**src/rtl/gpio_input_capture.sv**
```systemverilog
// -----------------------------------------------------------------------------
// gpio_input_capture
//
// Input conditioning path for the GPIO block. Every raw pad bit is brought into
// the sys_clk domain through a SYNC_STAGES-deep synchroniser. It is then
// optionally debounced and published on gpio_data_in. A change of the clean
// value sets a sticky per-bit status flag when the matching rise/fall enable is
// set. Status bits are masked and ORed onto a single level interrupt.
//
// Optional feature macro:
//   GPIO_DEBOUNCE_EN  When defined, this compiles in a shared debounce
//                     prescaler and per-bit debounce counters. When it is not
//                     defined, the clean value is the last synchroniser stage,
//                     and DB_PRESCALE / DB_COUNT have no effect.
//
// Parameters:
//   WIDTH        number of GPIO bits
//   SYNC_STAGES  synchroniser depth per bit (2..4)
//   DB_PRESCALE  sys_clk cycles per debounce sample tick (>= 2)
//   DB_COUNT     consecutive differing ticks needed to accept a level (2..15)
//
// Ports:
//   sys_clk       sole clock; all state changes on the rising edge
//   sys_rst_n     asynchronous active-low reset
//   pad_in        raw pad values, asynchronous to sys_clk
//   gpio_oe       1 = pin drives out; edge events on that bit are suppressed
//   irq_rise_en   per-bit enable for 0->1 events on the clean value
//   irq_fall_en   per-bit enable for 1->0 events on the clean value
//   irq_mask      1 = the status bit contributes to irq
//   irq_clr       write-1-to-clear strobe for irq_status
//   gpio_data_in  clean input value
//   irq_status    sticky per-bit event flags
//   irq           |(irq_status & irq_mask); a register-driven combinational output
// -----------------------------------------------------------------------------
module gpio_input_capture #(
  parameter int WIDTH       = 32,
  parameter int SYNC_STAGES = 2,
  parameter int DB_PRESCALE = 16,
  parameter int DB_COUNT    = 4
) (
  input  logic             sys_clk,
  input  logic             sys_rst_n,
  input  logic [WIDTH-1:0] pad_in,
  input  logic [WIDTH-1:0] gpio_oe,
  input  logic [WIDTH-1:0] irq_rise_en,
  input  logic [WIDTH-1:0] irq_fall_en,
  input  logic [WIDTH-1:0] irq_mask,
  input  logic [WIDTH-1:0] irq_clr,
  output logic [WIDTH-1:0] gpio_data_in,
  output logic [WIDTH-1:0] irq_status,
  output logic             irq
);

  // ---------------------------------------------------------------------------
  // Elaboration-time parameter checks. Illegal settings stop the build instead
  // of producing silently wrong hardware.
  // ---------------------------------------------------------------------------
  if (SYNC_STAGES < 2 || SYNC_STAGES > 4) begin : g_bad_sync_stages
    $error("gpio_input_capture: SYNC_STAGES must be 2..4");
  end
  if (DB_PRESCALE < 2) begin : g_bad_db_prescale
    $error("gpio_input_capture: DB_PRESCALE must be >= 2");
  end
  if (DB_COUNT < 2 || DB_COUNT > 15) begin : g_bad_db_count
    $error("gpio_input_capture: DB_COUNT must be 2..15");
  end

  // The arm counter saturates at SYNC_STAGES+1. By then, the synchroniser and
  // the stable register both hold real pad data rather than reset zeros.
  localparam int ARM_MAX = SYNC_STAGES + 1;
  localparam int ARM_W   = $clog2(ARM_MAX + 1);

  // ---------------------------------------------------------------------------
  // Synchroniser chain: a plain flop chain per bit, with no logic between stages.
  // ---------------------------------------------------------------------------
  logic [SYNC_STAGES-1:0][WIDTH-1:0] sync_q, sync_d;
  logic [WIDTH-1:0]                  sync_last;

  always_comb begin
    sync_d[0] = pad_in;
    for (int s = 1; s < SYNC_STAGES; s++) begin
      sync_d[s] = sync_q[s-1];
    end
  end

  // NOTE: sequential blocks use non-blocking assignments only. All flops then
  // sample their inputs at the same instant, whatever order the blocks run in.
  always_ff @(posedge sys_clk or negedge sys_rst_n) begin
    if (!sys_rst_n) begin
      sync_q <= '0;
    end else begin
      sync_q <= sync_d;
    end
  end

  assign sync_last = sync_q[SYNC_STAGES-1];

  // ---------------------------------------------------------------------------
  // Arming counter. After reset it counts up and then holds. While the block
  // is unarmed, the stable register follows the synchroniser directly and no
  // events are generated. The reset-to-pad transition therefore never looks
  // like an edge.
  // ---------------------------------------------------------------------------
  logic [ARM_W-1:0] arm_cnt_q, arm_cnt_d;
  logic             armed;

  assign armed = (arm_cnt_q == ARM_W'(ARM_MAX));

  always_comb begin
    arm_cnt_d = arm_cnt_q;
    if (!armed) begin
      arm_cnt_d = arm_cnt_q + ARM_W'(1);
    end
  end

  always_ff @(posedge sys_clk or negedge sys_rst_n) begin
    if (!sys_rst_n) begin
      arm_cnt_q <= '0;
    end else begin
      arm_cnt_q <= arm_cnt_d;
    end
  end

  // ---------------------------------------------------------------------------
  // Stable (clean) value. stable_d is the value loaded this cycle. Edge
  // detection compares it with the current stable_q, so an event and the data
  // change land on the same clock edge.
  // ---------------------------------------------------------------------------
  logic [WIDTH-1:0] stable_q, stable_d;

`ifdef GPIO_DEBOUNCE_EN
  localparam int PS_W = $clog2(DB_PRESCALE);
  localparam int DC_W = $clog2(DB_COUNT);

  // Shared prescaler. It counts 0..DB_PRESCALE-1 and emits a one-cycle tick
  // at the terminal count.
  logic [PS_W-1:0] ps_q, ps_d;
  logic            tick;

  assign tick = (ps_q == PS_W'(DB_PRESCALE - 1));

  always_comb begin
    ps_d = ps_q + PS_W'(1);
    if (tick) begin
      ps_d = '0;
    end
  end

  // Per-bit debounce counters. A counter advances only on ticks where the
  // synchronised value differs from stable. It is cleared as soon as the two
  // agree, so a level that reverts early loses its partial count.
  logic [WIDTH-1:0][DC_W-1:0] db_cnt_q, db_cnt_d;

  // NOTE: every signal written in this always_comb gets a default value first.
  // Any path that skips an assignment then keeps the default instead of
  // inferring a latch.
  always_comb begin
    stable_d = stable_q;
    db_cnt_d = db_cnt_q;
    for (int i = 0; i < WIDTH; i++) begin
      if (!armed) begin
        // Debounce is bypassed until armed. The clean value settles on the
        // real pad level and carries no stale partial count.
        stable_d[i] = sync_last[i];
        db_cnt_d[i] = '0;
      end else if (sync_last[i] == stable_q[i]) begin
        db_cnt_d[i] = '0;
      end else if (tick) begin
        if (db_cnt_q[i] == DC_W'(DB_COUNT - 1)) begin
          // This is the DB_COUNT-th consecutive differing tick: accept the level.
          stable_d[i] = sync_last[i];
          db_cnt_d[i] = '0;
        end else begin
          db_cnt_d[i] = db_cnt_q[i] + DC_W'(1);
        end
      end
    end
  end

  // NOTE: the per-bit counter array is reset like any other state. A reset in
  // the middle of debouncing must discard all partial counts.
  always_ff @(posedge sys_clk or negedge sys_rst_n) begin
    if (!sys_rst_n) begin
      ps_q     <= '0;
      db_cnt_q <= '0;
    end else begin
      ps_q     <= ps_d;
      db_cnt_q <= db_cnt_d;
    end
  end
`else
  // Without debounce, the clean value is simply the last synchroniser stage.
  always_comb begin
    stable_d = sync_last;
  end
`endif

  always_ff @(posedge sys_clk or negedge sys_rst_n) begin
    if (!sys_rst_n) begin
      stable_q <= '0;
    end else begin
      stable_q <= stable_d;
    end
  end

  // ---------------------------------------------------------------------------
  // Edge detection and sticky status.
  // gpio_oe suppresses events but not data. Output pins still read back their
  // own level on gpio_data_in.
  // ---------------------------------------------------------------------------
  logic [WIDTH-1:0] ev_gate;
  logic [WIDTH-1:0] rise, fall;
  logic [WIDTH-1:0] irq_status_q, irq_status_d;

  always_comb begin
    ev_gate = ~gpio_oe & {WIDTH{armed}};
    rise    = ~stable_q &  stable_d & irq_rise_en & ev_gate;
    fall    =  stable_q & ~stable_d & irq_fall_en & ev_gate;
    // A new event in the same cycle as a clear wins. The event is never lost.
    irq_status_d = (irq_status_q & ~irq_clr) | rise | fall;
  end

  always_ff @(posedge sys_clk or negedge sys_rst_n) begin
    if (!sys_rst_n) begin
      irq_status_q <= '0;
    end else begin
      irq_status_q <= irq_status_d;
    end
  end

  // ---------------------------------------------------------------------------
  // Outputs
  // ---------------------------------------------------------------------------
  assign gpio_data_in = stable_q;
  assign irq_status   = irq_status_q;
  assign irq          = |(irq_status_q & irq_mask);

endmodule
```
**config.mk**
```make
export PLATFORM = sky130hd
export DESIGN_NAME = gpio_input_capture
export DESIGN_NICKNAME = d
export VERILOG_FILES = /design/src/rtl/gpio_input_capture.sv
export SDC_FILE = /design/constraint.sdc
export NUM_CORES = 1
export LEC_CHECK = 0
export BUFFER_PORTS_ARGS = -buffer_cell sky130_fd_sc_hd__buf_2
export CORE_MARGIN = 5
export CORE_UTILIZATION = 39
export CTS_CLUSTER_DIAMETER = 100
export CTS_CLUSTER_SIZE = 30
export DETAILED_ROUTE_END_ITERATION = 8
export HOLD_SLACK_MARGIN = 0.08
export PLACE_DENSITY_LB_ADDON = 0.3
export SLEW_MARGIN = 20
export SYNTH_ARGS = -nofsm -noshare
export SYNTH_HDL_FRONTEND = slang
export SYNTH_SLANG_ARGS = --single-unit
```
**constraint.sdc**
```tcl
create_clock -name sys_clk -period 1.3 [get_ports sys_clk]
set_input_delay 0.195 -clock sys_clk [delete_from_list [all_inputs] [get_ports sys_clk]]
set_output_delay 0.195 -clock sys_clk [all_outputs]
set_load 0.005 [all_outputs]
```
== After elaboration in Yosys (flattened, before gate mapping) ==
Index checks and enable logic that the tools add are counted.
Word-level totals
  register bits after elaboration: 130
  bits of input ports: 194
  output and inout port bits: 65
  logic and storage cells: 23
Cells by class
  add/subtract/negate cells: 1
  eq/ne operators: 1
  bitwise gates (word level): 15
  reduce and logical (&&, ||, !) cells: 1
Operator list (count)
  bitwise AND 32 bit: 9
  inverter 32 bit: 4
  bitwise OR 32 bit: 2
  OR reduction 32 bit: 1
  adder 2 x 1 -> 2 bit (second input constant): 1
  == test 2 bit (second input constant): 1

== Logic depth before layout (Yosys ltp) ==
Gate-level depths: netlist of the first run.
  word-level depth: 6
  gate-level depth with buffers: 4
  gate-level depth less buffers: 3

== Worst setup path after synthesis of the first run ==
OpenSTA, ideal clock, no wires.
  kind: register to output
  start: reg irq_status_q[3] (netlist: irq_status[3])
  end: out irq
  arrival time: 1.169 ns
  data required time: 1.105 ns
  path slack: -0.064 ns
  cell stages (with the launch flop): 4
  path buffers: 0
  cells stage by stage: dfrtp_1 -> a22oi_1 -> nand4_1 -> or4_1
Between the ends
  longest elaborated chain between the ends: 2
Ends and longest elaborated chain
  from (decl): line 213  | logic [WIDTH-1:0] irq_status_q, irq_status_d;
  from (signal assigned): line 227  | irq_status_q <= irq_status_d;
  bitwise AND 32 bit: line 236  | assign irq = |(irq_status_q & irq_mask);
  OR reduction 32 bit: line 236
  to (decl): line 51  | output logic irq
No other way between the ends.

== Final worst setup path of the first run ==
  start: reg irq_status_q[1] (netlist: irq_status[1])
  end: out irq
The elaborated chain is that of the path after synthesis.

==> results of run 1 <==
## timing repair
item / 4_1_cts / 5_1_grt
setup buffers: 0 / 2
hold buffers: 97 / 0
hold endpoints to repair: 194 / 0
setup endpoints to repair: 1 / 17
gates resized for setup: 0 / 11
pin swaps: 0 / 3
## power groups by stage
stage | sequential (mW) | combinational, mW | clock [mW]
6_report | 4.45 | 1.26 | 4.02
5_1_grt | 4.47 | 1.38 | 4.30
3_3_place_gp | 4.49 | 0.963 | 0
2_1_floorplan | 4.50 | 0.242 | 0
4_1_cts | 4.44 | 1.21 | 4.11
3_5_place_dp | 4.51 | 0.976 | 0
## cell families after synthesis
| group | Yosys count | synth area share |
|---|---|---|
| buffers and inverters | 37 | 0.03111 |
| AO/OA/AOI/OAI | 80 | 0.1455 |
| multiplexers | 1 | 0.002522 |
| XOR/XNOR | 1 | 0.001962 |
| flip-flops | 130 | 0.7287 |
| AND/OR/NAND/NOR | 68 | 0.08744 |
| adder cells (fa/ha/maj) | 1 | 0.002802 |
## placed cells by master (no fill, tap or decap), types with 3 or more instances in the layout
cell type,synthesis,layout
buf_2,0,256
dfrtp_1,130,130
dlygate4sd3_1,0,97
inv_1,34,34
nand2_1,31,31
nand3b_1,31,31
o21a_1,31,31
o32ai_1,32,28
buf_4,0,28
clkbuf_16,0,17
a22oi_1,14,11
clkbuf_1,3,8
a22oi_2,2,5
buf_6,0,5
o32ai_2,0,4
nand4_1,4,4
clkbuf_8,0,3
buf_12,0,3
## critical path, delay by kind of cell, from the launching register on
family | cells | cell delay [ps]
buffers and inverters | 1 | 160
DFF | 1 | 380
AOI/OAI and AO/OA | 1 | 190
and+or+nand+nor | 2 | 750
## state kept, by name, summed over array words and instances, names as in the netlist
name          count
gpio_data_in     32
irq_status       32
stable_d         32
sync_d           32
arm_cnt_q         2
## metrics by stage
| stage | utilization | hold slack (ps) | TNS [ps] | setup slack (ps) | cell area (um2) |
|---|---|---|---|---|---|
| finish | 0.6850 | 155.0 | -792.7 | -770.7 | 7755 |
| global route | 0.6848 | 154.9 | -909.4 | -839.9 | 7752 |
| CTS | 0.6779 | 136.4 | -845.8 | -845.8 | 7675 |
| detailed placement | 0.5483 | 110.0 | -400.9 | -400.9 | 6207 |
| global placement | 0.5483 | 102.9 | -399.3 | -399.3 | 6207 |
| floorplan | - | -100.6 | -64.27 | -64.27 | 4464 |
## metal layers
metal  global-route usage  routed length [um]
met1               0.2163                5096
met2               0.3754                7945
met3              0.06118                1002
met4               0.1131                 526
met5                    0                   0
## path summary, 6_finish.rpt
check,to,from
setup / recovery,irq,irq_status[1]
hold / removal,irq_status[0],irq_rise_en[0]
setup reg to reg,irq_status[24],arm_cnt_q[0]
hold reg to reg,stable_d[12],sync_d[44]
max in group asynchronous,stable_d[30],sys_rst_n
min in group asynchronous,sync_d[45],sys_rst_n
## final cells by class
| class | instances | area [um2] | area share |
|---|---|---|---|
| antenna | 1 | 2.502 | 0.0003227 |
| inverter | 34 | 127.6 | 0.01646 |
| sequential | 130 | 3253 | 0.4195 |
| tap | 143 | 178.9 | 0.02307 |
| clock buffer | 28 | 496.7 | 0.06405 |
| timing repair buffer | 389 | 2579 | 0.3325 |
| multi-input combinational | 151 | 1117 | 0.1441 |
==> impl_metrics.csv, run 1 <==
group,metric,value,unit
power,powerDensity,1255,nW/um2
cts,clk_pin_slew,50,ps
setup_path,start_kind,"register",
cts,root_buffer,"clkbuf_16",
setup_path,timing.reg2reg.setup_slack,80,ps
drt,drtIter0Drc,303,
global_route,grt_pass1_vias,4629,
layout,syn_to_final_growth,73.71,%
timing,finClkSkew,10.27,ps
setup_path,cpPeakStageDelay,560,ps
die,initial_core_util,0.3943,
setup_path,cp-end-kind,"output pin",
setup_path,reg2regPathDepth,4,
synthesis,synth_top_area_frac,0.7287,
setup_path,cp.arrival,1880,ps
layout,drive_gt1_frac,0.4399,
synthesis,synth-seq-cells,130,
setup_path,crit_required,1110,ps
drt,ant_nets,0,
timing,worst_pin_slew,327.6,ps
power,pwr-share-seq,0.457,
drt,drt_first_pass_iters,4,
status,status,"complete, but fails checks",
die,rows,39,
synthesis,synth_top_cells_by_count,"130 x dfrtp_1, 34 x inv_1, 32 x o32ai_1",
power,clkPwrFrac,0.413,
drt,vias,4290,
power,power.leakage,3.796,nW
timing,final-setup-viol-count,2,
synthesis,synth.avg_cell_area,14.04,um2
synthesis,yosys-top-cells-area,"dfrtp_1 73%, o32ai_1 6.3%, nand3b_1 5.2%, o21a_1 5.2%, inv_1 2.9%",
setup_path,crit_type,"register to output pin",
synthesis,ys_seq_area_frac,0.7287,
timing,timing.final.crit_share,1.593,
global_route,grt_usage,0.2080,
synthesis,ys_warn_count,0,
timing,drv_slew,0,
drt,viasPerCell,4.897,
synthesis,synth_area,4464,um2
cts,clk_latency,400,ps
job,drv_cap,0,
timing,rsz0062_at_grt,"true",
synthesis,synth-edff-count,0,
global_route,antenna_found_initial,0,
die,ios,259,
global_route,grt.overflow.total,0,
status,failed_checks,"negative setup slack",
setup_path,crit_slowest_cell,"or4_1",
synthesis,synthArstFlopShare,1.000,
power,internal_power,7.608,mW
power,p_comb_frac,0.129,
synthesis,synth.distinct_cells,16,
place,place_inst,748,
cts,cts_tree,"yes",
cts,numCtsBuffers,17,
synthesis,synth_cells,318,
power,total_power,9.731,mW
synthesis,synth_most_common_cell,"dfrtp_1",
layout,num-fill-cells,800,
cts,cts_max_path_buffers,2,
global_route,grt_pass1_wl,21470,um
die,die_h,117.0,um
place,dpl.hpwl,9721,um
die,die_area,13690,um2
place,routabilityCongestion,0.8542,
synthesis,synthFlopType,"dfrtp_1",
timing,max_slew_margin,0.7816,
synthesis,syn-num-nets,513,
timing,max_freq,482.9,MHz
layout,num-nets-final,918,
drt,post-route-drc-count,0,
min_path,hold_path_depth,4,
cts,cts_num_sinks,130,
power,peakVddDrop,1081,uV
power,p_switching,2.123,mW
drt,wl_per_cell,16.63,um
drt,totalWireLength,14570,um
die,coreArea,11320,um2
cts,htree_levels,4,
global_route,grt_max_degree,43,
min_path,min_path_type,"input port to register",
synthesis,yosys.area.top_type,"dfrtp_1",
timing,finalHoldViolations,0,
timing,post-route-min-period,2071,ps
power,switching_share,0.2181,
die,die_width,117.0,um
setup_path,critPathMaxFanout,2,
layout,fin_cells,876,
setup_path,crit_chain,"a22oi_1 -> nand4_1 -> or4_1 -> buf_2",
timing,setup_slack,-770.7,ps
place,io_buffers,258,
Power figures use the tool's default switching activity.
==> inputs of run 2 (changes only) <==
Settings changed: BUFFER_PORTS_ARGS -buffer_cell sky130_fd_sc_hd__buf_2 to default, CORE_UTILIZATION 39 to 50, DONT_BUFFER_PORTS from default to 1.
==> run 2 against run 1 <==
- the run now fails in clock tree synthesis
- synthesized cell count stayed put
- area after synthesis stayed put
==> impl_metrics.csv, run 2 <==
group,metric,value,unit
synthesis,ys_warn_count,0,
place,io_buffers,0,
synthesis,synth_cells,318,
synthesis,synthArstFlopShare,1.000,
status,status,"stopped before the end",
synthesis,synthFlopType,"dfrtp_1",
place,placed_area,4858,um2
status,lastStage,"clock tree synthesis",
synthesis,syn-num-nets,513,
cts,cts_resized,10,
synthesis,synth_area,4464,um2
synthesis,synth.avg_cell_area,14.04,um2
place,dpl.hpwl,8515,um
die,ios,259,
die,initial_core_util,0.5119,
cts,cts_max_path_buffers,2,
synthesis,synth-edff-count,0,
status,toolErrorMsg,"[ERROR RSZ-0060] Max buffer count reached.",
synthesis,synth_top_cells_by_count,"130 x dfrtp_1, 34 x inv_1, 32 x o32ai_1",
cts,cts_num_sinks,130,
synthesis,yosys.area.top_type,"dfrtp_1",
die,die_h,104.5,um
synthesis,ys_seq_area_frac,0.7287,
cts,post_cts_buffers,1,
die,die_width,104.5,um
synthesis,synth.distinct_cells,16,
synthesis,yosys-top-cells-area,"dfrtp_1 73%, o32ai_1 6.3%, nand3b_1 5.2%, o21a_1 5.2%, inv_1 2.9%",
cts,root_buffer,"clkbuf_8",
place,routabilityCongestion,0.8210,
synthesis,synth_most_common_cell,"dfrtp_1",
place,place_inst,459,
cts,numCtsBuffers,17,
synthesis,synth_top_area_frac,0.7287,
cts,htree_levels,4,
cts,cts_hold_buf,101,
synthesis,synth-seq-cells,130,
die,rows,34,
run 2: cell counts after synthesis:
Identical to the previous run, type by type.
run 2: stage by stage:
stage	setup WS, ps	TNS (ps)
floorplan	-64.27	-64.27
global placement	-224.6	-224.6
detailed placement	-240.4	-254.6
run 2: kinds of logic after synthesis:
kind of cell    Yosys count  synth area share
mux                       1          0.002522
fa+ha+maj                 1          0.002802
compound gates           80            0.1455
xor+xnor                  1          0.001962
flops                   130            0.7287
buf+inv                  37           0.03111
simple gates             68           0.08744
==> inputs of run 3 (changes only) <==
Settings changed: CORE_UTILIZATION 50 to 35, CTS_CLUSTER_DIAMETER 100 to default, CTS_CLUSTER_SIZE 30 to default, HOLD_SLACK_MARGIN 0.08 to default, PLACE_DENSITY_LB_ADDON 0.3 to 0.15.
Clock period 1.3 ns to 1.7 ns, I/O delays scaled along.
==> run 3 against run 2 <==
- the flow now finishes, with violations (negative hold slack, negative setup slack)
==> impl_metrics.csv, run 3 (same netlist as run 1, synthesis figures left out) <==
group,metric,value,unit
status,status,"complete, but fails checks",
status,failed_checks,"negative hold slack, negative setup slack",
timing,timing.final.crit_share,1.155,
cts,htree_levels,4,
layout,num-fill-cells,1085,
place,dpl.hpwl,8627,um
layout,postLayoutCoreUtil,0.5044,
die,die_width,122.9,um
die,die_area,15110,um2
timing,post-route-min-period,1963,ps
setup_path,cp.arrival,1710,ps
layout,most-common-layout-cells,"130 x dfrtp_1, 96 x dlygate4sd3_1, 34 x inv_1",
die,die_h,122.9,um
timing,tns,-263.3,ps
drt,viasPerCell,4.976,
power,peakVddDrop,748.8,uV
timing,timing.hold.ws,-461.7,ps
global_route,antenna_found_initial,0,
cts,cts_num_sinks,130,
cts,root_buffer,"clkbuf_16",
min_path,min_path_type,"input port to asynchronous set/reset pin",
die,coreArea,12570,um2
setup_path,critPathMaxFanout,2,
power,powerDensity,1123,nW/um2
layout,num-nets-final,648,
timing,finalHoldViolations,130,
timing,final-setup-viol-count,1,
cts,cts_tree,"yes",
drt,wl_per_cell,19.14,um
setup_path,start_kind,"register",
global_route,grt_usage,0.1632,
drt,totalWireLength,12170,um
timing,rsz0062_at_grt,"true",
die,rows,41,
drt,post-route-drc-count,0,
global_route,grt_pass1_wl,18110,um
power,total_power,7.120,mW
place,io_buffers,0,
timing,worst_pin_slew,336.4,ps
timing,max_freq,509.4,MHz
timing,drv_slew,0,
layout,syn_to_final_growth,42.01,%
setup_path,crit_type,"register to output pin",
place,routabilityCongestion,0.7856,
drt,ant_nets,0,
global_route,grt_pass1_vias,3574,
timing,setup_slack,-263.3,ps
cts,numCtsBuffers,17,
global_route,grt_max_degree,131,
drt,vias,3165,
die,ios,259,
timing,max_slew_margin,0.7750,
global_route,grt.overflow.total,0,
cts,post_cts_buffers,0,
setup_path,crit_required,1440,ps
drt,drtIter0Drc,165,
layout,drive_gt1_frac,0.1188,
die,initial_core_util,0.3552,
layout,final_common_cell,"dfrtp_1",
setup_path,timing.reg2reg.setup_slack,320,ps
cts,clk_latency,410,ps
setup_path,cp-end-kind,"output pin",
power,power.leakage,2.681,nW
job,drv_cap,0,
drt,drt_first_pass_iters,4,
cts,cts_hold_buf,96,
place,dp_slack,16.85,ps
timing,finClkSkew,9.284,ps
cts,cts_max_path_buffers,2,
cts,clk_pin_slew,50,ps
## run 3: metrics by stage
| stage | instance area (um2) | cells |
|---|---|---|
| CTS | 6337 | 635 |
| finish | 6340 | 636 |
| global placement | 4841 | 510 |
| floorplan | 4464 | 318 |
| global route | 6337 | 635 |
| detailed placement | 4841 | 510 |
## run 3: layout make-up
cell class / count / area, um2 / share of cell area
multi-input combinational: 151 / 1091 / 0.1721
sequential: 130 / 3253 / 0.5131
timing repair buffer: 119 / 1134 / 0.1788
inverter: 34 / 127.6 / 0.02013
antenna: 1 / 2.502 / 0.0003947
tap: 172 / 215.2 / 0.03395
clock buffer: 22 / 454.2 / 0.07164
clock inverter: 7 / 62.56 / 0.009868
## run 3: metal layers
metal | track usage | vias to the layer above | part of all wire
li1 | - | 1415 | -
met1 | 0.1709 | 1565 | 0.35
met2 | 0.2805 | 159 | 0.53
met3 | 0.06862 | 26 | 0.087
met4 | 0.08258 | 0 | 0.030
met5 | 0 | - | 0
## run 3: path summary, 6_finish.rpt
path,startpoint,end,cells after the start
setup / recovery,irq_status[5],irq,3
hold / removal,sys_rst_n,stable_d[19],0
setup reg to reg,arm_cnt_q[0],irq_status[31],4
hold reg to reg,sync_d[47],stable_d[15],0
max in group asynchronous,sys_rst_n,stable_d[3],0
min in group sys_clk,irq_rise_en[0],irq_status[0],3
## run 3: worst max-delay path, stage by stage (launching register included)
cell and delay [ps]:
dfrtp_1 380, a22oi_1 180, nand4_1 180, or4_4 560
## run 3: repair_timing
action / CTS / global route
resized for setup: 4 / 0
pin swaps: 1 / 1
setup endpoints to repair: 1 / 1
endpoints found under the hold margin: 194 / 130
## run 3: power by group
group	internal [mW]	switching, mW	leakage (nW)
sequential	3.28	0.134	1.55
clock	2.00	1.18	0.255
combinational	0.333	0.185	0.871
==> inputs of run 4 (changes only) <==
Clock period 1.7 ns to 2.24 ns, I/O delays scaled along.
==> run 4 against run 3 <==
- global-route usage decreased by 1.8 points
- flip-flop and latch count stayed put
- critical path type unchanged
- worst hold slack better by 87 ps
- the flow finishes with violations (negative hold slack)
- count of clock-buffer cells in the layout rose by 1
- largest cell class unchanged
- combinational power fell by 56%
- clock power decreased by 19%
- clock skew grew 0.90 ps
==> impl_metrics.csv, run 4 (same netlist as run 1, synthesis figures left out) <==
group,metric,value,unit
layout,drive_gt1_frac,0.09549,
layout,final_common_cell,"dfrtp_1",
setup_path,cp.arrival,1800,ps
global_route,grtUsageMet1,0.1606,
global_route,grt_pass1_vias,3147,
setup_path,critPathTopFamily,"simple AND/OR/NAND/NOR gates",
timing,max_slew_margin,0.4513,
cts,cts_max_path_buffers,2,
global_route,grt.overflow.total,0,
job,drv_cap,0,
timing,timing.final.crit_share,0.9526,
place,dpl.hpwl,8231,um
drt,wl_per_cell,20.17,um
die,ios,259,
drt,viasPerCell,4.954,
power,power.leakage,2.314,nW
setup_path,start_kind,"register",
power,clkPwrFrac,0.475,
power,switching_share,0.2051,
layout,syn_to_final_growth,25.00,%
global_route,grt_usage,0.1450,
global_route,grt-busiest-layer,"met2",
place,placed_area,4676,um2
global_route,antenna_found_initial,0,
drt,drtIter0Drc,80,
timing,max_freq,468.7,MHz
timing,worst_pin_slew,822.2,ps
status,failed_checks,"negative hold slack",
timing,drv_slew,0,
drt,ant_nets,0,
timing,post-route-min-period,2134,ps
global_route,grt_pass1_wl,16090,um
layout,final_area,5580,um2
setup_path,critPathMaxFanout,3,
die,rows,41,
global_route,grt_use_met3,0.07182,
layout,num-nets-final,562,
cts,cts_num_sinks,130,
setup_path,crit_type,"register to output pin",
timing,timing.hold.ws,-375.1,ps
setup_path,crit_required,1900,ps
die,die_area,15110,um2
layout,most-common-layout-cells,"130 x dfrtp_1, 34 x inv_1, 32 x o32ai_1, 32 x dlygate4sd3_1",
power,p_switching,1.110,mW
cts,numCtsBuffers,17,
power,peakVddDrop,528.8,uV
drt,drt_first_pass_iters,4,
power,pwr-share-seq,0.484,
cts,post_cts_buffers,0,
cts,cts_tree,"yes",
cts,clk_pin_slew,50,ps
layout,postLayoutCoreUtil,0.4440,
power,p_comb_frac,0.042,
place,routabilityCongestion,0.8032,
cts,cts_hold_buf,32,
layout,n_antenna_cell,0,
setup_path,path_buf_inv,0,
setup_path,crit_chain,"a22oi_1 -> nand4_1 -> or4_4",
cts,htree_levels,4,
status,status,"complete, but fails checks",
power,internal_power,4.301,mW
die,die_h,122.9,um
timing,rsz0062_at_grt,"false",
cts,clk_latency,410,ps
cts,root_buffer,"clkbuf_16",
timing,finalHoldViolations,130,
die,coreArea,12570,um2
setup_path,crit_slowest_cell,"or4_4",
global_route,grt_max_degree,131,
die,die_width,122.9,um
drt,post-route-drc-count,0,
drt,totalWireLength,11070,um
timing,finClkSkew,10.18,ps
die,initial_core_util,0.3552,
place,io_buffers,0,
global_route,grtUsageMet2,0.2316,
setup_path,cp-end-kind,"output pin",
timing,final-setup-viol-count,0,
min_path,min_path_type,"input port to asynchronous set/reset pin",
power,powerDensity,969.7,nW/um2
timing,tns,0,ps
setup_path,cpPeakStageDelay,570,ps
drt,vias,2720,
[run 4: path summary, 6_finish.rpt]
| path | startpoint | to | slack (ps) | depth (start not counted) |
|---|---|---|---|---|
| max reg2reg | arm_cnt_q[0] | irq_status[17] | 390 | 4 |
| max | irq_status[12] | irq | 110 | 3 |
| min | sys_rst_n | sync_d[51] | -380 | 0 |
| min reg2reg | sync_d[34] | stable_d[2] | 340 | 0 |
| max in group asynchronous | sys_rst_n | irq_status[3] | 2430 | 0 |
| min in group sys_clk | irq_clr[27] | irq_status[27] | 30 | 1 |
[run 4: power by group through the flow]
stage,logic (mW),clock network (mW),registers [mW]
after detailed placement,0.178,0,2.66
after global placement,0.174,0,2.65
final,0.226,2.57,2.62
after floorplan,0.141,0,2.61
after CTS,0.230,2.65,2.62
after global routing,0.254,2.76,2.64
[run 4: final cells by class]
class	instances	area (um2)
fill	1152	6988
sequential	130	3253
multi-input combinational	151	1106
clock buffer	23	467.9
timing repair buffer	33	327.8
tap	172	215.2
inverter	34	127.6
clock inverter	6	82.58
[run 4: timing repair]
action,4_1_cts,5_1_grt
pin swaps,0,2
endpoints found under the setup margin,1,1
endpoints found under the hold margin,162,130
resized for setup,2,5
[run 4: stage by stage]
step	total power, mW	std cells	setup WS (ps)	hold slack, ps
2_1_floorplan	2.755	318	734.7	40.41
3_3_place_gp	2.824	488	401.1	43.35
3_5_place_dp	2.835	488	348.0	44.23
4_1_cts	5.499	549	18.65	-396.8
5_1_grt	5.654	549	9.591	-405.9
6_report	5.411	549	106.2	-375.1
[run 4: per-layer routing]
metal / part of all wire / wire length, um
met5: 0 / 0
met4: 0.019 / 210
met3: 0.098 / 1090
met2: 0.51 / 5651
met1: 0.37 / 4121
